### config.mk
export PLATFORM = sky130hd
export DESIGN_NAME = dma_channel_arbiter
export DESIGN_NICKNAME = d
export VERILOG_FILES = /design/src/rtl/dma_arb_pkg.sv /design/src/rtl/dma_channel_arbiter_rr.sv /design/src/rtl/dma_channel_arbiter.sv
export SDC_FILE = /design/constraint.sdc
export NUM_CORES = 1
export LEC_CHECK = 0
export ABC_AREA = 1
export CORE_AREA = 2 2 257 259
export CTS_BUF_LIST = sky130_fd_sc_hd__clkbuf_4 sky130_fd_sc_hd__clkbuf_8 sky130_fd_sc_hd__clkbuf_16
export DETAILED_ROUTE_END_ITERATION = 7
export DIE_AREA = 0 0 259 261
export GPL_TIMING_DRIVEN = 0
export PLACE_DENSITY = 0.46
export SLEW_MARGIN = 20
export SYNTH_ARGS = -nofsm -noshare
export SYNTH_HDL_FRONTEND = slang
export SYNTH_SLANG_ARGS = --single-unit
### constraint.sdc
create_clock -name i_clk -period 4.3 [get_ports i_clk]
set_input_delay 1.075 -clock i_clk [delete_from_list [all_inputs] [get_ports i_clk]]
set_output_delay 1.075 -clock i_clk [all_outputs]
set_load 0.01 [all_outputs]
### src/rtl/dma_arb_pkg.sv
// Shared types for the DMA channel arbiter: FSM state encoding, descriptor
// field widths, and the packed descriptor that travels from a channel to
// the splitter configuration port.
package dma_arb_pkg;

  localparam int unsigned HOST_AW = 64;
  localparam int unsigned DEV_AW  = 32;
  localparam int unsigned SIZE_W  = 32;

  typedef enum logic [1:0] {
    IDLE  = 2'd0,
    ISSUE = 2'd1,
    WAIT  = 2'd2,
    RESP  = 2'd3
  } state_e;

  typedef struct packed {
    logic [HOST_AW-1:0] host_addr;
    logic [DEV_AW-1:0]  dev_addr;
    logic [SIZE_W-1:0]  size;
    logic               dir_write;
  } ch_req_t;

endpackage

### src/rtl/dma_channel_arbiter_rr.sv
// Round-robin arbiter: purely combinational one-hot grant. The search
// starts at the channel after last_grant and wraps modulo NUM_CH, so the
// most recently served channel has the lowest priority.
module rr_arbiter #(
  parameter int NUM_CH = 4,
  parameter int LG_W   = $clog2(NUM_CH)
) (
  input  logic [NUM_CH-1:0] req,
  input  logic [LG_W-1:0]   last_grant,
  output logic [NUM_CH-1:0] grant
);

  logic          found;
  logic [LG_W:0] pos;

  // Walk the channels in priority order and keep the first requester.
  always_comb begin
    // NOTE: every variable gets a default before the loop, otherwise the
    // paths that never assign it would infer a latch.
    grant = '0;
    found = 1'b0;
    pos   = '0;
    for (int i = 1; i <= NUM_CH; i++) begin
      pos = {1'b0, last_grant} + (LG_W+1)'(i);
      if (pos >= (LG_W+1)'(NUM_CH)) begin
        pos = pos - (LG_W+1)'(NUM_CH);
      end
      if (!found && req[pos[LG_W-1:0]]) begin
        grant[pos[LG_W-1:0]] = 1'b1;
        found                = 1'b1;
      end
    end
  end

endmodule

### src/rtl/dma_channel_arbiter.sv
// DMA channel arbiter: picks one requesting channel round-robin, latches its
// descriptor, issues it to the splitter with a one-cycle conf_valid strobe,
// waits for conf_transaction_done and returns a one-hot completion pulse.
// Zero-size requests are acknowledged and completed without an issue.
// Optional feature: define DMA_ARB_TIMEOUT_EN to add a WAIT watchdog that
// answers with ch_error instead of ch_done after TIMEOUT_CYC cycles.
module dma_channel_arbiter
  import dma_arb_pkg::*;
#(
  parameter int NUM_CH      = 4,
  parameter int TIMEOUT_CYC = 1024
) (
  input  logic                     i_clk,
  input  logic                     i_rst,
  input  logic [NUM_CH-1:0]        ch_valid,
  input  logic [NUM_CH*HOST_AW-1:0] ch_address_host,
  input  logic [NUM_CH*DEV_AW-1:0] ch_address_device,
  input  logic [NUM_CH*SIZE_W-1:0] ch_size,
  input  logic [NUM_CH-1:0]        ch_dir_write,
  output logic [NUM_CH-1:0]        ch_ready,
  output logic [NUM_CH-1:0]        ch_done,
  output logic [NUM_CH-1:0]        ch_error,
  output logic [HOST_AW-1:0]       conf_start_address_host,
  output logic [DEV_AW-1:0]        conf_start_address_device,
  output logic [SIZE_W-1:0]        conf_size,
  output logic                     conf_dir_write,
  output logic                     conf_valid,
  input  logic                     conf_transaction_done,
  output logic                     busy
);

  localparam int LG_W = $clog2(NUM_CH);

  // Out-of-range configurations stop elaboration instead of building a
  // silently broken arbiter.
  if (NUM_CH < 2 || NUM_CH > 8 || TIMEOUT_CYC < 1) begin : g_bad_param
    $error("dma_channel_arbiter: NUM_CH must be 2..8 and TIMEOUT_CYC >= 1");
  end

  state_e            state_q, state_d;
  logic [LG_W-1:0]   last_grant_q, last_grant_d;
  logic [LG_W-1:0]   sel_q, sel_d;
  logic [NUM_CH-1:0] sel_oh_q, sel_oh_d;
  ch_req_t           req_q, req_d;
  ch_req_t           conf_q, conf_d;
  logic [NUM_CH-1:0] ch_ready_q, ch_ready_d;
  logic [NUM_CH-1:0] ch_done_q, ch_done_d;
  logic              conf_valid_q, conf_valid_d;
  logic              busy_q, busy_d;

  logic [NUM_CH-1:0] grant;
  logic [LG_W-1:0]   grant_idx;
  ch_req_t           cand_req;

`ifdef DMA_ARB_TIMEOUT_EN
  localparam int CNT_W = $clog2(TIMEOUT_CYC + 1);

  logic [NUM_CH-1:0] ch_error_q, ch_error_d;
  logic [CNT_W-1:0]  cnt_q, cnt_d;
`endif

  rr_arbiter #(
    .NUM_CH (NUM_CH),
    .LG_W   (LG_W)
  ) u_rr (
    .req        (ch_valid),
    .last_grant (last_grant_q),
    .grant      (grant)
  );

  // Encode the one-hot grant and gather the winning channel's descriptor.
  always_comb begin
    grant_idx = '0;
    cand_req  = '0;
    for (int i = 0; i < NUM_CH; i++) begin
      if (grant[i]) begin
        grant_idx          = LG_W'(i);
        cand_req.host_addr = ch_address_host[i*HOST_AW +: HOST_AW];
        cand_req.dev_addr  = ch_address_device[i*DEV_AW +: DEV_AW];
        cand_req.size      = ch_size[i*SIZE_W +: SIZE_W];
        cand_req.dir_write = ch_dir_write[i];
      end
    end
  end

  // FSM next-state and registered-output logic; pulses default to zero.
  always_comb begin
    state_d      = state_q;
    last_grant_d = last_grant_q;
    sel_d        = sel_q;
    sel_oh_d     = sel_oh_q;
    req_d        = req_q;
    conf_d       = conf_q;
    ch_ready_d   = '0;
    ch_done_d    = '0;
    conf_valid_d = 1'b0;
`ifdef DMA_ARB_TIMEOUT_EN
    ch_error_d   = '0;
    cnt_d        = cnt_q;
`endif
    unique case (state_q)
      IDLE: begin
        if (|ch_valid) begin
          sel_d      = grant_idx;
          sel_oh_d   = grant;
          req_d      = cand_req;
          ch_ready_d = grant;
          // Nothing to move: acknowledge and complete without a splitter issue.
          state_d    = (cand_req.size == '0) ? RESP : ISSUE;
        end
      end
      ISSUE: begin
        conf_d       = req_q;
        conf_valid_d = 1'b1;
        state_d      = WAIT;
`ifdef DMA_ARB_TIMEOUT_EN
        cnt_d        = '0;
`endif
      end
      WAIT: begin
`ifdef DMA_ARB_TIMEOUT_EN
        cnt_d = cnt_q + 1'b1;
`endif
        // Completion is flagged on the way into RESP so ch_done trails the
        // splitter pulse by exactly one cycle.
        if (conf_transaction_done) begin
          ch_done_d = sel_oh_q;
          state_d   = RESP;
        end
`ifdef DMA_ARB_TIMEOUT_EN
        else if (cnt_q == CNT_W'(TIMEOUT_CYC)) begin
          ch_error_d = sel_oh_q;
          state_d    = RESP;
        end
`endif
      end
      RESP: begin
        // A zero-size request arrives here straight from IDLE and has not
        // been answered yet; the issued path already raised ch_done.
        if (req_q.size == '0) begin
          ch_done_d = sel_oh_q;
        end
        last_grant_d = sel_q;
        state_d      = IDLE;
      end
      default: state_d = IDLE;
    endcase
    busy_d = (state_d != IDLE);
  end

  // State and output registers; reset aborts any transfer in flight.
  always_ff @(posedge i_clk or negedge i_rst) begin
    if (!i_rst) begin
      state_q      <= IDLE;
      last_grant_q <= LG_W'(NUM_CH - 1);
      sel_q        <= '0;
      sel_oh_q     <= '0;
      req_q        <= '0;
      conf_q       <= '0;
      ch_ready_q   <= '0;
      ch_done_q    <= '0;
      conf_valid_q <= 1'b0;
      busy_q       <= 1'b0;
`ifdef DMA_ARB_TIMEOUT_EN
      ch_error_q   <= '0;
      cnt_q        <= '0;
`endif
    end else begin
      // NOTE: non-blocking assignments so every flop samples the values of
      // the same edge regardless of statement order.
      state_q      <= state_d;
      last_grant_q <= last_grant_d;
      sel_q        <= sel_d;
      sel_oh_q     <= sel_oh_d;
      req_q        <= req_d;
      conf_q       <= conf_d;
      ch_ready_q   <= ch_ready_d;
      ch_done_q    <= ch_done_d;
      conf_valid_q <= conf_valid_d;
      busy_q       <= busy_d;
`ifdef DMA_ARB_TIMEOUT_EN
      ch_error_q   <= ch_error_d;
      cnt_q        <= cnt_d;
`endif
    end
  end

  assign ch_ready                  = ch_ready_q;
  assign ch_done                   = ch_done_q;
  assign conf_valid                = conf_valid_q;
  assign busy                      = busy_q;
  assign conf_start_address_host   = conf_q.host_addr;
  assign conf_start_address_device = conf_q.dev_addr;
  assign conf_size                 = conf_q.size;
  assign conf_dir_write            = conf_q.dir_write;

`ifdef DMA_ARB_TIMEOUT_EN
  assign ch_error = ch_error_q;
`else
  assign ch_error = '0;
`endif

endmodule

==> impl_metrics.env, run 1 <==
export IMPL_timing_final_setup_violations=0
export IMPL_switching_share_pct=48.5
export IMPL_combinationalPowerShare_pct=62.6
export IMPL_async_flop_share_pct=100
export IMPL_clockRootBuffer="clkbuf_16"
export IMPL_drive_above_1_share_pct=10.7
export IMPL_pwr_density_nw_per_um2=867
export IMPL_run_status="completed"
export IMPL_slew_limit_headroom_pct=42.8
export IMPL_area_growth_syn_to_layout_pct=63.0
export IMPL_layout_cells_most_common="clkdlybuf4s50_1"
export IMPL_post_route_drc_count=0
export IMPL_routabilityCongestion=0.966
export IMPL_clock_power_share_pct=15.0
export IMPL_ant_nets=0
export IMPL_grt_pass1_wl_mm=108
export IMPL_drt_first_iter_violations=1000
export IMPL_grt_max_degree=93
export IMPL_timing_max_transition_violations_final=0
export IMPL_synth_edff_count=0
export IMPL_num_nets_final=2812
export IMPL_fp_dieArea_um2=67600
export IMPL_portBuffers=661
export IMPL_met2RoutedLength_mm=38.4
export IMPL_met3_wirelength_mm=5.90
export IMPL_critPathRequiredTime_ns=4.78
export IMPL_uppermost_signal_routing_layer_after_detailed_routing="met5"
export IMPL_synth_area_um2=14300
export IMPL_cpLargestDelayFamily="buffers and inverters"
export IMPL_yosys_register_bits=278
export IMPL_finish_utilization_pct=35.9
export IMPL_p_seq_share_pct=22.4
export IMPL_period_share_pct=94.6
export IMPL_ctsLongestPathBuffers=3
export IMPL_syn_inst=1571
export IMPL_dpl_worst_slack_ns=-0.748
export IMPL_critPathBufInv=5
export IMPL_post_route_worst_setup_slack_ns=0.234
export IMPL_routed_wire_length_per_instance_um=24.5
export IMPL_timing_setup_critical_path_class="flop to flop"
export IMPL_grt_overflow_total=0
export IMPL_critPathLaunchType="flop"
export IMPL_internal_power_mw=10.4
export IMPL_via_count_of_the_first_global_routing_pass=15600
export IMPL_timing_critical_path_fanout_max=11
export IMPL_postSynth_topFlopCell="dfrtp_1"
export IMPL_worst_endpoint_arrival_ns=4.54
export IMPL_drv_max_cap_violation_count=0
export IMPL_worst_setup_path_startpoint="last_grant_q[0]$_DFFE_PN1P_"
export IMPL_total_switching_power_mw=9.81
export IMPL_hpwl_mm=61.8
export IMPL_timing_worst_slew_pin_value_ns=0.858
export IMPL_timing_critical_path_to_type="flop"
export IMPL_start_util_pct=22.0
export IMPL_layout_cells_most_common_list="660 x clkdlybuf4s50_1, 276 x dfrtp_1, 257 x a21oi_1, 214 x nand2_1, 145 x nand3_1"
export IMPL_ys_types=39
export IMPL_cts_tree="yes"
export IMPL_post_drt_via_cell_ratio=4.83
export IMPL_timing_final_crit_period_ns=4.07
export IMPL_final_fill_count=6649
export IMPL_worst_skew_pair_late_latency_ns=0.55
export IMPL_cp_slowest_cell="dfstp_2"
export IMPL_wirelength_mm=77.9
export IMPL_timing_hold_worst_class="input pin to async pin"
export IMPL_final_hold_violation_count=0
export IMPL_holdBufCountCts=0
export IMPL_std_cell_rows=94
export IMPL_die_w_um=259
export IMPL_number_of_antenna_violations_at_the_first_check_in_global_routing=10
export IMPL_regToRegStartpoint="last_grant_q[0]$_DFFE_PN1P_"
export IMPL_rrSetupSlack_ns=0.23
export IMPL_reg2reg_depth=15
export IMPL_worst_setup_hold_path_clk_slew_ns=0.06
export IMPL_timing_fmax_mhz=246
export IMPL_fin_worst_skew_ns=0.0152
export IMPL_critical_path_max_stage_delay_ns=0.67
export IMPL_hold_worst_slack_ns=0.436
export IMPL_synth_warning_count=0
export IMPL_total_leakage_power_nw=9.66
export IMPL_drtPass1Iterations=5
export IMPL_die_span_y_um=261
export IMPL_synth_yosys_seq_area_share_pct=48.6
export IMPL_io_pins=666
export IMPL_number_of_vias_in_the_routed_layout=15300
export IMPL_cts_buffers=36
export IMPL_core_um2=65000
export IMPL_syn_mean_instance_area_um2=9.11
export IMPL_crit_chain="inv_2 > ha_1 > inv_1 > nand3_1 > nand2_1 > nand2_1 > nor2_4 > nand2_1 > nand3_1 > buf_4 > buf_2 > buf_2 > nand3_1 > a21oi_1 > a221o_1"
export IMPL_grt_usage_pct=22.0
export IMPL_wl_met1_mm=31.6
export IMPL_numClockSinks=278
export IMPL_htree_levels=2
export IMPL_worstReg2RegEnd="req_q[72]$_DFFE_PN0P_"
export IMPL_max_vdd_ir_drop_mv=0.475
-- logic make-up after synthesis --
logic type | synth area share, %
compound gates | 21.4
fa+ha+maj | 1.05
buf+inv | 6.19
flops | 48.6
mux | 8.26
other cells | 0.0262
simple gates | 14.4
-- routing by layer --
metal	vias to the layer above	GRT usage [%]
met4	10	5.89
met1	7569	27.2
li1	6994	-
met5	-	0
met3	102	5.96
met2	652	37.9
-- area by class of cell --
| type | count | area (um2) | area share, % |
|---|---|---|---|
| flip-flops and latches | 278 | 6960 | 29.8 |
| repair buffers | 665 | 6710 | 28.8 |
| multi-input cells | 1087 | 6480 | 27.8 |
| well taps | 864 | 1080 | 4.64 |
| clock buffers | 51 | 1040 | 4.48 |
| plain buffers | 134 | 612 | 2.62 |
| inverters | 75 | 282 | 1.21 |
| clock inverters | 13 | 136 | 0.585 |
| diodes | 5 | 12.5 | 0.0537 |
-- registers in the layout (all words and copies together), names as in the netlist --
| name | cells |
|---|---|
| busy | 1 |
| ch_done | 4 |
| ch_ready | 4 |
| conf_dir_write | 1 |
| conf_size | 32 |
| conf_start_address_device | 32 |
| conf_start_address_host | 64 |
| conf_valid | 1 |
| last_grant_q | 2 |
| req_q | 129 |
| sel_oh_q | 4 |
| sel_q | 2 |
| state_q | 2 |
-- per-stage QoR --
stage               TNS (ns)  std cells  total power [mW]  area, um2
detailed placement    -10.98       3102              17.2      22100
finish                     0       3172              20.2      23300
CTS                        0       3167              20.4      23300
global placement    -2961.65       3099              17.1      22000
global route        -0.00608       3171              21.7      23300
floorplan                  0       1574              11.5      14300
-- synthesized netlist by cell type, types with 3 or more instances --
cell,n,area (um2)
buf_1,10,37.5
nor3_1,4,20.0
o21bai_1,3,22.5
a21oi_1,257,1290
a31oi_1,3,18.8
a221o_1,97,971
clkbuf_1,77,289
nor2_1,54,203
o21ai_0,136,681
or2_1,8,50.1
mux2_2,105,1180
o211ai_1,3,22.5
ha_1,12,150
nand3_1,145,726
nand2_1,214,803
or2_0,10,62.6
nand4_1,6,37.5
or2_2,3,18.8
buf_2,33,165
dfrtp_1,276,6910
inv_1,70,263
inv_2,4,15.0
buf_4,12,90.1
o21ai_1,5,25.0
-- worst max-delay path by stage --
stage	to	slack, ns	cells after the start
2_1_floorplan	req_q[35]$_DFFE_PN0P_	1.47	14
3_3_place_gp	conf_start_address_device[15]$_DFFE_PN0P_	-10.47	1
3_5_place_dp	req_q[61]$_DFFE_PN0P_	-0.75	10
4_1_cts	req_q[72]$_DFFE_PN0P_	0.19	15
5_1_grt	req_q[72]$_DFFE_PN0P_	-0.006	15
6_report	req_q[72]$_DFFE_PN0P_	0.23	15
-- power by group through the flow --
stage | sequential (mW) | clock [mW] | combinational [mW]
after floorplan | 4.62 | 0 | 6.85
after global placement | 4.53 | 0 | 12.6
after detailed placement | 4.55 | 0 | 12.7
after CTS | 4.53 | 3.13 | 12.7
after global routing | 4.67 | 3.23 | 13.8
final | 4.53 | 3.03 | 12.7
-- what timing repair did --
action                     in CTS  in global routing
resized for setup               1                  0
setup endpoints to repair       9                  0
buffers inserted                1                  0
No activity file was read; power rests on OpenSTA's default activity.
==> run 2: changes to the inputs <==
Settings changed: CORE_AREA 2 2 257 259 to 2 2 258 260, CTS_BUF_LIST sky130_fd_sc_hd__clkbuf_4 sky130_fd_sc_hd__clkbuf_8 sky130_fd_sc_hd__clkbuf_16 to sky130_fd_sc_hd__clkbuf_2, DIE_AREA 0 0 259 261 to 0 0 260 262, SYNTH_HIERARCHICAL set to 1.
==> impl_metrics.env, run 2 <==
export IMPL_critPathBufInv=4
export IMPL_slew_limit_headroom_pct=32.2
export IMPL_gr_usage_met1_pct=26.3
export IMPL_yosys_register_bits=278
export IMPL_via_count_of_the_first_global_routing_pass=16100
export IMPL_largest_register_ffs=129
export IMPL_grt_usage_pct=21.4
export IMPL_timing_final_crit_period_ns=4.02
export IMPL_drive_above_1_share_pct=13.1
export IMPL_critical_path_max_stage_delay_ns=0.69
export IMPL_drv_max_cap_violation_count=0
export IMPL_syn_inst=1714
export IMPL_grt_met3_usage_pct=5.45
export IMPL_critPathLaunchType="flop"
export IMPL_post_route_drc_count=0
export IMPL_cts_buffers=80
export IMPL_grt_util_met2_pct=37.1
export IMPL_drtPass1Iterations=5
export IMPL_worst_setup_hold_path_clk_slew_ns=0.10
export IMPL_cp_depth=20
export IMPL_core_um2=65300
export IMPL_crit_path_frequent_cell="nand2_1"
export IMPL_total_leakage_power_nw=9.89
export IMPL_numClockSinks=278
export IMPL_timing_final_setup_violations=0
export IMPL_async_flop_share_pct=100
export IMPL_post_cts_buffers=0
export IMPL_synth_warning_count=6
export IMPL_start_util_pct=22.1
export IMPL_synth_top_area_share_pct=47.9
export IMPL_grt_max_degree=91
export IMPL_postSynth_topFlopCell="dfrtp_1"
export IMPL_synthTopCellsByArea="dfrtp_1 48%, nand2_1 15%, mux2_2 8.9%"
export IMPL_post_synth_most_frequent_cells="578 x nand2_1, 276 x dfrtp_1, 139 x nand3_1"
export IMPL_max_vdd_ir_drop_mv=0.350
export IMPL_clockRootBuffer="clkbuf_2"
export IMPL_wirelength_mm=75.3
export IMPL_pwr_density_nw_per_um2=845
export IMPL_timing_hold_worst_class="flop to flop"
export IMPL_fin_worst_skew_ns=0.0924
export IMPL_critical_path_end="busy$_DFF_PN0_"
export IMPL_number_of_vias_in_the_routed_layout=15500
export IMPL_timing_critical_path_fanout_max=12
export IMPL_synth_yosys_seq_area_share_pct=48.3
export IMPL_synth_edff_count=0
export IMPL_grt_pass1_wl_mm=107
export IMPL_htree_levels=3
export IMPL_run_status="completed"
export IMPL_rrSetupSlack_ns=0.28
export IMPL_syn_mean_instance_area_um2=8.40
export IMPL_timing_setup_critical_path_class="flop to flop"
export IMPL_hpwl_mm=59.5
export IMPL_ant_nets=0
export IMPL_die_span_y_um=262
export IMPL_die_w_um=260
export IMPL_ys_types=38
export IMPL_rsz0062_at_grt="false"
export IMPL_regToRegStartpoint="last_grant_q[0]$_DFFE_PN1P_"
export IMPL_cpLargestDelayFamily="simple AND/OR/NAND/NOR gates"
export IMPL_io_pins=666
export IMPL_timing_max_transition_violations_final=0
export IMPL_routabilityCongestion=0.910
export IMPL_crit_chain="inv_2 > ha_1 > inv_1 > nand3_2 > nand2_4 > nand2_4 > nor2_4 > nand2_1 > nand3_1 > buf_2 > clkbuf_1 > nand2_1 > o21ai_1 > nor2_1 > nand2_1 > nor2_1 > nand3_1 > nand2_1 > nand2_1 > nand2_1"
export IMPL_layout_cells_most_common="clkdlybuf4s50_1"
export IMPL_fp_dieArea_um2=68100
export IMPL_critPathRequiredTime_ns=5.10
export IMPL_ctsLongestPathBuffers=3
export IMPL_portBuffers=661
export IMPL_worst_setup_path_startpoint="last_grant_q[0]$_DFFE_PN1P_"
export IMPL_worstHoldStart="req_q[119]$_DFFE_PN0P_"
export IMPL_hold_depth=1
export IMPL_drt_first_iter_violations=962
export IMPL_totalPowerFinal_mw=19.5
export IMPL_worst_endpoint_arrival_ns=4.82
export IMPL_cp_slowest_cell="dfstp_2"
export IMPL_synth_area_um2=14400
export IMPL_period_share_pct=93.4
export IMPL_post_drt_via_cell_ratio=4.56
export IMPL_cts_tree="yes"
export IMPL_routed_wire_length_per_instance_um=22.2
export IMPL_grt_overflow_total=0
export IMPL_reg2reg_depth=20
export IMPL_timing_worst_slew_pin_value_ns=1.02
export IMPL_yosys_cell_count_top_type="nand2_1"
export IMPL_final_setup_tns_ns=0
export IMPL_area_growth_syn_to_layout_pct=59.9
export IMPL_timing_fmax_mhz=249
export IMPL_largest_register="req_q"
export IMPL_worstReg2RegEnd="busy$_DFF_PN0_"
export IMPL_timing_critical_path_to_type="flop"
export IMPL_worst_skew_pair_late_latency_ns=1.03
export IMPL_layout_cells_most_common_list="660 x clkdlybuf4s50_1, 578 x nand2_1, 276 x dfrtp_1, 138 x nand3_1, 126 x clkbuf_2"
export IMPL_number_of_antenna_violations_at_the_first_check_in_global_routing=6
export IMPL_num_nets_final=2999
export IMPL_global_route_peak_usage_layer="met2"
export IMPL_std_cell_rows=94
export IMPL_synth_top_cell_by_area="dfrtp_1"
export IMPL_final_hold_violation_count=0
[run 2: cell count changes after synthesis, moves of 13 or more]
cell	delta
o21ai_0	-21
inv_1	-29
a21oi_1	-208
a221o_1	-97
nand2_1	+364
clkbuf_1	-13
nor2_1	+47
o211ai_1	+98
[run 2: kinds of logic after synthesis]
| group | synth area share, % |
|---|---|
| and+or+nand+nor | 23.8 |
| AOI/OAI and AO/OA | 12.4 |
| DFF | 48.3 |
| buffers and inverters | 5.50 |
| muxes | 8.91 |
| adders and majority gates | 1.04 |
| other | 0.0260 |
[run 2: timing repair]
| item | in CTS | in global routing |
|---|---|---|
| resized for setup | 0 | 6 |
| hold endpoints to repair | 38 | 0 |
| hold buffers | 1 | 0 |
| endpoints found under the setup margin | 0 | 11 |
[run 2: worst min-delay path by stage]
stage                                               to
4_1_cts                       conf_size[4]$_DFFE_PN0P_
3_3_place_gp                      ch_done[2]$_DFF_PN0_
6_report       conf_start_address_host[54]$_DFFE_PN0P_
5_1_grt                       conf_size[4]$_DFFE_PN0P_
3_5_place_dp                      ch_done[3]$_DFF_PN0_
2_1_floorplan                     ch_done[1]$_DFF_PN0_
[run 2: layout make-up]
type | instances | area (um2)
fillers | 6793 | 42200
multi-input cells | 1269 | 6670
well taps | 864 | 1080
clock buffers | 126 | 631
diodes | 5 | 12.5
flip-flops and latches | 278 | 6960
clock inverters | 20 | 169
repair buffers | 665 | 6710
plain buffers | 121 | 618
inverters | 49 | 184
[run 2: metrics by stage]
stage	setup WS, ns	cells	cell area [um2]	utilization (%)	hold WS (ns)
detailed placement	-0.405	3245	22200	34.0	0.476
global placement	-10.37	3242	22100	33.9	0.479
global route	0.0207	3394	23000	35.3	0.414
finish	0.283	3397	23000	35.3	0.472
floorplan	1.43	1717	14400	-	0.457
CTS	0.0643	3392	23000	35.3	0.339
[run 2: power breakdown]
part	leakage, nW	total, mW	switching, mW	internal, mW
combinational	5.79	12.8	8.04	4.77
sequential	3.50	4.47	0.640	3.83
clock	0.601	2.17	1.22	0.956
[run 2: routing by layer]
| layer | wire length (um) | up-vias | part of all wire [%] |
|---|---|---|---|
| li1 | - | 7286 | - |
| met1 | 30600 | 7479 | 41 |
| met2 | 37800 | 644 | 50 |
| met3 | 5450 | 71 | 7.2 |
| met4 | 1360 | 2 | 1.8 |
| met5 | 10 | - | 0.013 |
